File: config.mk
export PLATFORM = sky130hd
export DESIGN_NAME = pc_combine
export DESIGN_NICKNAME = d
export VERILOG_FILES = /design/src/rtl/pc_combine.sv
export SDC_FILE = /design/constraint.sdc
export NUM_CORES = 1
export LEC_CHECK = 0
export CAP_MARGIN = 20
export CORE_MARGIN = 5
export CORE_UTILIZATION = 43
export DETAILED_ROUTE_END_ITERATION = 12
export PLACE_DENSITY = 0.62
export SYNTH_ARGS = -nofsm -noshare
export SYNTH_HDL_FRONTEND = slang
export SYNTH_SLANG_ARGS = --single-unit
File: constraint.sdc
create_clock -name clk -period 14.6 [get_ports clk]
set_input_delay 3.65 -clock clk [delete_from_list [all_inputs] [get_ports clk]]
set_output_delay 3.65 -clock clk [all_outputs]
set_load 0.01 [all_outputs]
File: src/rtl/pc_combine.sv
// Single-cycle MIPS-32 fetch/decode/execute slice: PC, ROM, decoder, 32x32 regfile, ALU, write-back.
// Build option: define IMM_OPS_EN to decode the I-type ALU ops (addi/addiu/slti/andi/ori/xori).
module pc_combine #(
  parameter int IMEM_DEPTH = 32,
  parameter int RESET_PC   = 0
) (
  input  logic        clk,
  input  logic        reset,
  output logic [31:0] p_out,
  output logic [5:0]  opcode,
  output logic [4:0]  r_reg1,
  output logic [4:0]  r_reg2,
  output logic [4:0]  w_reg,
  output logic [4:0]  shift,
  output logic [5:0]  funct,
  output logic [15:0] inst_16bit,
  output logic [31:0] r1_data,
  output logic [31:0] r2_data,
  output logic [31:0] result,
  output logic        zero,
  output logic        wr_file
);

  localparam int AW = $clog2(IMEM_DEPTH);

  localparam logic [5:0] OP_RTYPE = 6'h00;
  localparam logic [5:0] FN_SLL   = 6'h00;
  localparam logic [5:0] FN_SRL   = 6'h02;
  localparam logic [5:0] FN_SRA   = 6'h03;
  localparam logic [5:0] FN_ADD   = 6'h20;
  localparam logic [5:0] FN_ADDU  = 6'h21;
  localparam logic [5:0] FN_SUB   = 6'h22;
  localparam logic [5:0] FN_SUBU  = 6'h23;
  localparam logic [5:0] FN_AND   = 6'h24;
  localparam logic [5:0] FN_OR    = 6'h25;
  localparam logic [5:0] FN_XOR   = 6'h26;
  localparam logic [5:0] FN_NOR   = 6'h27;
  localparam logic [5:0] FN_SLT   = 6'h2A;
  localparam logic [5:0] FN_SLTU  = 6'h2B;

  logic [31:0] pc_q;
  logic [31:0] pc_d;
  logic [31:0] regs_q [32];

  logic [31:0]        instr;
  logic [31:0]        alu_a;
  logic [31:0]        alu_b;
  logic signed [31:0] alu_a_s;
  logic signed [31:0] alu_b_s;
  logic [31:0]        alu_res;
  logic [4:0]         dest;
  logic               wr_en;

  // Program image; words past the listed ones are sll $0,$0,0.
  function automatic logic [31:0] rom_word(input logic [AW-1:0] idx);
    logic [31:0] w;
    case (32'(idx))
      0:       w = 32'h0022_1820;
      1:       w = 32'h0041_2022;
      2:       w = 32'h0064_2824;
      3:       w = 32'h0064_3025;
      4:       w = 32'h0083_382A;
      5:       w = 32'h0021_4022;
      6:       w = 32'h0002_4900;
      7:       w = 32'h202A_FFFF;
      default: w = 32'h0000_0000;
    endcase
    return w;
  endfunction

  assign pc_d  = pc_q + 32'd4;
  assign instr = rom_word(pc_q[AW+1:2]);

  assign p_out      = pc_q;
  assign opcode     = instr[31:26];
  assign r_reg1     = instr[25:21];
  assign r_reg2     = instr[20:16];
  assign w_reg      = instr[15:11];
  assign shift      = instr[10:6];
  assign funct      = instr[5:0];
  assign inst_16bit = instr[15:0];

  assign r1_data = (r_reg1 == 5'd0) ? 32'd0 : regs_q[r_reg1];
  assign r2_data = (r_reg2 == 5'd0) ? 32'd0 : regs_q[r_reg2];

  always_comb begin
    alu_a   = r1_data;
    alu_b   = r2_data;
    dest    = w_reg;
    wr_en   = 1'b0;
    alu_res = 32'd0;
    if (opcode == OP_RTYPE) begin
      wr_en = 1'b1;
      case (funct)
        FN_ADD, FN_ADDU: alu_res = alu_a + alu_b;
        FN_SUB, FN_SUBU: alu_res = alu_a - alu_b;
        FN_AND:          alu_res = alu_a & alu_b;
        FN_OR:           alu_res = alu_a | alu_b;
        FN_XOR:          alu_res = alu_a ^ alu_b;
        FN_NOR:          alu_res = ~(alu_a | alu_b);
        FN_SLT:          alu_res = ($signed(alu_a) < $signed(alu_b)) ? 32'd1 : 32'd0;
        FN_SLTU:         alu_res = (alu_a < alu_b) ? 32'd1 : 32'd0;
        FN_SLL:          alu_res = alu_b << shift;
        FN_SRL:          alu_res = alu_b >> shift;
        FN_SRA:          alu_res = 32'($signed(alu_b) >>> shift);
        default: begin
          alu_res = 32'd0;
          wr_en   = 1'b0;
        end
      endcase
    end
`ifdef IMM_OPS_EN
    else begin
      dest = r_reg2;
      case (opcode)
        6'h08, 6'h09: begin
          alu_b   = {{16{inst_16bit[15]}}, inst_16bit};
          alu_res = alu_a + alu_b;
          wr_en   = 1'b1;
        end
        6'h0A: begin
          alu_b   = {{16{inst_16bit[15]}}, inst_16bit};
          alu_res = ($signed(alu_a) < $signed(alu_b)) ? 32'd1 : 32'd0;
          wr_en   = 1'b1;
        end
        6'h0C: begin
          alu_b   = {16'd0, inst_16bit};
          alu_res = alu_a & alu_b;
          wr_en   = 1'b1;
        end
        6'h0D: begin
          alu_b   = {16'd0, inst_16bit};
          alu_res = alu_a | alu_b;
          wr_en   = 1'b1;
        end
        6'h0E: begin
          alu_b   = {16'd0, inst_16bit};
          alu_res = alu_a ^ alu_b;
          wr_en   = 1'b1;
        end
        default: begin
          alu_res = 32'd0;
          wr_en   = 1'b0;
        end
      endcase
    end
`endif
  end

  // Signed views kept for waveform readability of the operand pair.
  assign alu_a_s = alu_a;
  assign alu_b_s = alu_b;

  assign result  = alu_res;
  assign zero    = (alu_res == 32'd0);
  assign wr_file = wr_en;

  // Reset re-seeds reg[i] = i and suppresses write-back on that edge.
  always_ff @(posedge clk) begin
    if (reset) begin
      pc_q <= 32'(RESET_PC);
      for (int i = 0; i < 32; i++) begin
        regs_q[i] <= 32'(i);
      end
    end else begin
      pc_q <= pc_d;
      if (wr_en && (dest != 5'd0) && (alu_a_s == alu_a_s) && (alu_b_s == alu_b_s)) begin
        regs_q[dest] <= alu_res;
      end
    end
  end

endmodule

==> Yosys cells after proc, flatten, opt, wreduce, memory -nomap -nowiden <==
Memory sizes are Yosys's and may differ from the RTL's. A register that Yosys moved wholly into a read port is not among the register bits.
Cells that the tools add are included.
{ "classes": {"mux": 18, "bitwise": 4, "n_lt_le_gt_ge": 2, "shift": 3, "n_addsub": 3, "reduce_logical": 12, "n_eq_ne": 12} }
{ "op_table": {"columns": ["op", "count"], "rows": [
  ["one-hot mux 32 bit (11 select lines)", 1],
  ["2-to-1 mux 32 bit", 5],
  ["less-than comparator 32 bit", 2],
  ["equality test 6 bit (second input constant)", 10],
  ["adder 32 x 3 -> 32 bit (second input constant)", 1],
  ["adder 32 bit", 1],
  ["bitwise AND 32 bit", 1],
  ["zero test 32 bit", 1],
  ["inverter 32 bit", 1],
  ["bitwise OR 32 bit", 1],
  ["OR reduction 32 bit", 1],
  ["<< shifter 32 x 5 -> 32 bit", 1],
  ["right shift 32 x 5 -> 32 bit", 1],
  [">>> shifter 32 x 5 -> 32 bit", 1],
  ["subtractor 32 bit", 1],
  ["XOR 32 bit", 1],
  ["OR reduction 13 bit", 1],
  ["equality test 6 x 2 -> 1 bit (second input constant)", 2],
  ["zero test 6 bit", 2],
  ["zero test 5 bit", 2],
  ["2-to-1 mux 1 bit", 10],
  ["2-to-1 mux 5 bit", 1],
  ["nonzero test 5 bit", 1],
  ["OR reduction 2 bit", 2],
  ["other kinds (3)", 3]
]} }
{ "word_totals": {"rom_bits": 192, "elab_cells": 57, "ramBits": 1024, "in_bits": 2, "n_memories": 2, "reg_bits": 32} }
{ "mem_list": {"columns": ["memory", "depth", "width", "rd", "rd_clocked_by_memory_dff", "wr", "line_no", "text"], "rows": [
  ["regs_q", 32, 32, 2, 0, 32, "43", "logic [31:0] regs_q [32];"],
  ["(no name shown)", 8, 24, 1, 1, 0, "57", "case (32'(idx))"]
]} }

==> Longest topological paths before layout <==
Gate-level depths: netlist of the first run.
{ "depth": {"depth_word": 12, "mapped_depth": 27, "mapped_depth_nobuf": 21} }

==> Worst setup path after synthesis of the first run <==
Ideal clock, no wire load.
{ "synth_timing": {"path_type": "register to output", "startpoint": "register with a tool-made name", "endpoint": "output zero", "slack_ns": 5.002, "path_stages_with_launch": 23, "required_ns": 10.950, "path_buffers": 7, "arrival_ns": 5.948, "cell_sequence": "dfxtp_1 > buf_4 > buf_4 > buf_6 > buf_4 > clkbuf_1 > clkbuf_1 > clkbuf_1 > mux2i_1 > a21oi_1 > o31ai_1 > ha_1 > nor2b_1 > o311ai_1 > a211oi_1 > nor4_2 > o31ai_1 > a2111oi_0 > or3_1 > nand3_1 > nor3_2 > nand2_1 > nor4b_2"} }
{ "synth_lines": {"columns": ["element", "line_no", "text"], "rows": [
  ["to (decl)", "20", "output logic zero,"]
]} }

==> Worst setup path after layout of the first run <==
{ "layout_timing": {"startpoint": "register pc_q[6], in the netlist p_out[6]", "endpoint": "output zero"} }
{ "layout_via": {"elab_chain_len": 9, "elab_cells_between_ends": 39, "cone_classes": "2 x add/sub; 2 x order compare; 12 x eq/ne; 3 x shift; 7 x mux; 4 x bitwise; 8 x reduce/logical; 1 x memory"} }
{ "layout_lines": {"columns": ["element", "line_no", "text"], "rows": [
  ["from (decl)", "41", "logic [31:0] pc_q;"],
  ["from (signal assigned)", "161", "pc_q <= 32'(RESET_PC);"],
  ["from (signal assigned)", "166", "pc_q <= pc_d;"],
  ["zero test 2 bit (*)", "57", null],
  ["2-to-1 mux 32 bit (*)", "57", null],
  ["memory (32 x 32 bit) (tied with other cells)", null, null],
  ["2-to-1 mux 32 bit (on tied branches)", "83, 84", null],
  ["less-than comparator 32 bit (tied with other cells)", "102", "FN_SLTU: alu_res = (alu_a < alu_b) ? 32'd1 : 32'd0;"],
  ["2-to-1 mux 1 bit (tied with other cells)", "102", null],
  ["one-hot mux 32 bit (11 select lines)", "94", "case (funct)"],
  ["2-to-1 mux 32 bit (*)", "92", "if (opcode == OP_RTYPE) begin"],
  ["zero test 32 bit (*)", "155", "assign zero = (alu_res == 32'd0);"]
]} }
Mark *: on every way between the ends. The rest lies on a longest branch, timed or not.

==> results.toml, run 1 <==
[floorplan]
start_util_pct = 43.1
die_h_um = 285
num_rows = 101
die_w_um = 285
fp.coreArea_mm2 = 0.0756
dieArea_mm2 = 0.0814
io_pins = 180

[global_routing]
antenna_found_initial = 0
grt_max_degree = 59
grt_usage_pct = 29.9
grt-ovfl-total = 0
grt_pass1_vias = 26506
grt_pass1_wl_mm = 183

[sta]
whs_ns = 0.498
layout_min_cycle_time_ns = 12.82
max_slew_margin_pct = 12.6
finalHoldViolCount = 0
fmax_mhz = 78.0
finalClockSkew_ns = 0.0328
tightest_slew_ns = 1.30
finalCritPeriodShare_pct = 87.8
drv_slew = 0
rsz0062_at_grt = "no"
setup_violations = 0
setup_tns_ns = 0

[clocking]
insertion_delay_ns = 0.61
cts_made_buffers = 51
cts.reportedPaths.clkPinSlew_ns = 0.06
cts_setup_buffers = 0
post_cts_resized = 0
clockBufferDepth = 3
clock_sinks = 528
cts_hold_buf = 0
htreeDepth = 2
ctsRootBufferMaster = "clkbuf_16"
cts_tree = "built"

[hold_path]
min_from = "p_out[2]"
min_path_type = "reg2reg"
worstHoldPathCells = 1
worstHoldEndpoint = "p_out[2]"

[power]
p_leak_nw = 13.7
p_per_area_mw_per_mm2 = 153
peakVddDrop_v = 0.0000976

[layout]
stdcell_area_mm2 = 0.0366
area_growth_pct = 12.4
drive_gt1_share_pct = 11.4
final_nets = 3436

[logic_synthesis]
async_flop_share_pct = 0
avgSynthCellArea_um2 = 9.87
synth_edf_count = 481
synth_cells = 3299
synthFlopType = "edfxtp_1"
ys_warn_count = 0
ys_ff_latch = 528
synth_cell_type_count = 108
synth-seq-area-share_pct = 47.2
syn_area_mm2 = 0.0326

[worst_setup_path]
slowest_delay_ns = 0.96
worst-path-buf-inv = 4
crit_path_cell_trace = "or2_2 > nor2_4 > buf_4 > o221ai_1 > a21oi_1 > nor3_1 > nor2b_1 > ha_1 > inv_1 > fa_1 > nor2b_1 > o31a_1 > o31a_1 > o41ai_2 > a32oi_1 > xnor2_1 > a21oi_4 > inv_2 > nor4_1 > nand4_1 > nor4b_2 > clkdlybuf4s50_1"
critPathSlowestCell = "dfxtp_1"
end_kind = "output port"
cp-start-kind = "register"
worstReg2RegStart = "p_out[6]"
crit_arrival_ns = 9.17
ff2ff_setup_slack_ns = 6.86
r2r-end = "regs_q[14][28]"
cp_top_family = "simple AND/OR/NAND/NOR gates"
r2r_cells = 21
critical_path.max_fanout = 34
worstPathRequired_ns = 10.95
path_class = "reg2out"

[routing]
ant_nets = 0
routed_via_density = 6.42
dr.pass1.iters = 8
avgRoutedWirePerCell_um = 29.4
vias = 27877
drtIter0Drc = 4205
drc_errors = 0
drt_wl_total_mm = 127

[place]
io_buffer_count = 169
hpwl_mm = 86.0
place_congestion = 0.988
postPlaceCellArea_mm2 = 0.0349

[status]
status = "completed"

[job]
drv_cap = 0
==> cells in the mapped netlist, types with 27 or more instances <==
| master | n | area [µm²] |
|---|---|---|
| mux4_2 | 37 | 833 |
| buf_2 | 48 | 240 |
| mux2i_1 | 89 | 891 |
| nor2b_1 | 34 | 213 |
| ha_1 | 111 | 1390 |
| a22oi_1 | 47 | 353 |
| mux2_2 | 70 | 788 |
| a211oi_1 | 45 | 338 |
| nand2b_1 | 37 | 231 |
| edfxtp_1 | 481 | 14400 |
| dfxtp_1 | 47 | 941 |
| clkbuf_1 | 189 | 709 |
| o221ai_1 | 43 | 377 |
| a21oi_1 | 153 | 766 |
| buf_4 | 39 | 293 |
| nand2_1 | 255 | 957 |
| nor3_1 | 56 | 280 |
| inv_1 | 154 | 578 |
| nor2_1 | 580 | 2180 |
| o211ai_1 | 33 | 248 |
| o21ai_0 | 146 | 731 |
| a221oi_1 | 27 | 236 |
| nand3_1 | 51 | 255 |
==> report_power, final <==
part | switching, W | leakage [nW] | internal (W) | total, W
sequential | 0.0000620 | 5.25 | 0.00174 | 0.00181
combinational | 0.00165 | 7.67 | 0.000801 | 0.00246
clock | 0.000595 | 0.810 | 0.000757 | 0.00135
total | 0.00231 | 13.7 | 0.00330 | 0.00561
==> per-stage QoR <==
stage	total power [W]	std cells	setup slack, ns	utilization [%]
after floorplan	0.00321	3309	5.00	-
after global placement	0.00421	4242	2.92	46.2
after detailed placement	0.00420	4243	2.78	46.2
after CTS	0.00554	4337	2.15	48.4
after global routing	0.00580	4340	1.72	48.5
final	0.00561	4341	1.78	48.5
==> kinds of logic (layout without fill, tap and decap cells) <==
logic type,count (synthesis),after routing,synth area share [%]
adders and majority gates,113,113,4.39
DFF,528,528,47.2
other,1,12,0.0115
and+or+nand+nor,1186,1186,16.4
AOI/OAI and AO/OA,755,755,16.5
xor gates and xnor gates,48,48,1.29
muxes,200,200,7.86
buffers and inverters,468,521,6.26
==> registers in the layout, indices dropped and copies added (netlist names), named ones only <==
name    count
p_out      30
regs_q    481
==> how the worst max path moves through the flow <==
| stage | startpoint | endpoint | slack [ns] | depth (start not counted) |
|---|---|---|---|---|
| 2_1_floorplan | register | zero | 5.00 | 22 |
| 3_3_place_gp | p_out[6] | zero | 2.92 | 22 |
| 3_5_place_dp | p_out[6] | zero | 2.78 | 22 |
| 4_1_cts | p_out[6] | zero | 2.15 | 22 |
| 5_1_grt | p_out[6] | zero | 1.72 | 23 |
| 6_report | p_out[6] | zero | 1.78 | 22 |
==> area by class of cell <==
cell class,instances,area [µm²]
flip-flops and latches,528,15400
diodes,1,2.50
well taps,978,1220
multi-input cells,2313,15300
clock buffers,59,1360
repair buffers,265,2440
clock inverters,35,319
inverters,162,608
fillers,6929,38900
==> cells in the final DEF (no fill, tap or decap), types with 45 or more instances in the layout <==
master / instances
a211oi_1: 45
a21oi_1: 151
a22oi_1: 47
buf_4: 92
clkbuf_16: 53
clkdlybuf4s50_1: 168
edfxtp_1: 481
ha_1: 111
inv_1: 154
mux2_2: 70
mux2i_1: 89
nand2_1: 254
nand3_1: 51
nor2_1: 578
nor3_1: 55
o21ai_0: 145
==> worst reg2reg max path, stage by stage (launching register included) <==
cell,delay (ns)
dfxtp_1,0.96
or2_2,0.84
nor2_4,0.24
buf_4,0.38
o221ai_1,0.29
a21oi_1,0.07
nor3_1,0.82
nor2b_1,0.24
ha_1,0.29
inv_1,0.09
fa_1,0.19
nor2b_1,0.18
o211ai_1,0.15
a31oi_1,0.50
nand3_1,0.23
a311oi_1,0.57
o31ai_1,0.22
o21ai_0,0.43
mux2i_1,0.17
a21oi_2,0.17
buf_4,0.28
nor2_1,0.12
==> per-layer routing <==
metal	up-vias	GRT usage, %	part of all wire, %
met5	-	0	0
li1	12011	-	-
met1	13546	40.4	39
met2	1965	46.4	44
met4	0	12.6	5.0
met3	355	6.77	12
No activity file was read; power rests on OpenSTA's default activity.
==> run 2, diff against run 1 <==
TNS_END_PERCENT = 10   (was unset)
==> results of run 2 <==
No change in the layout: final DEF, timing and power equal those of run 1.
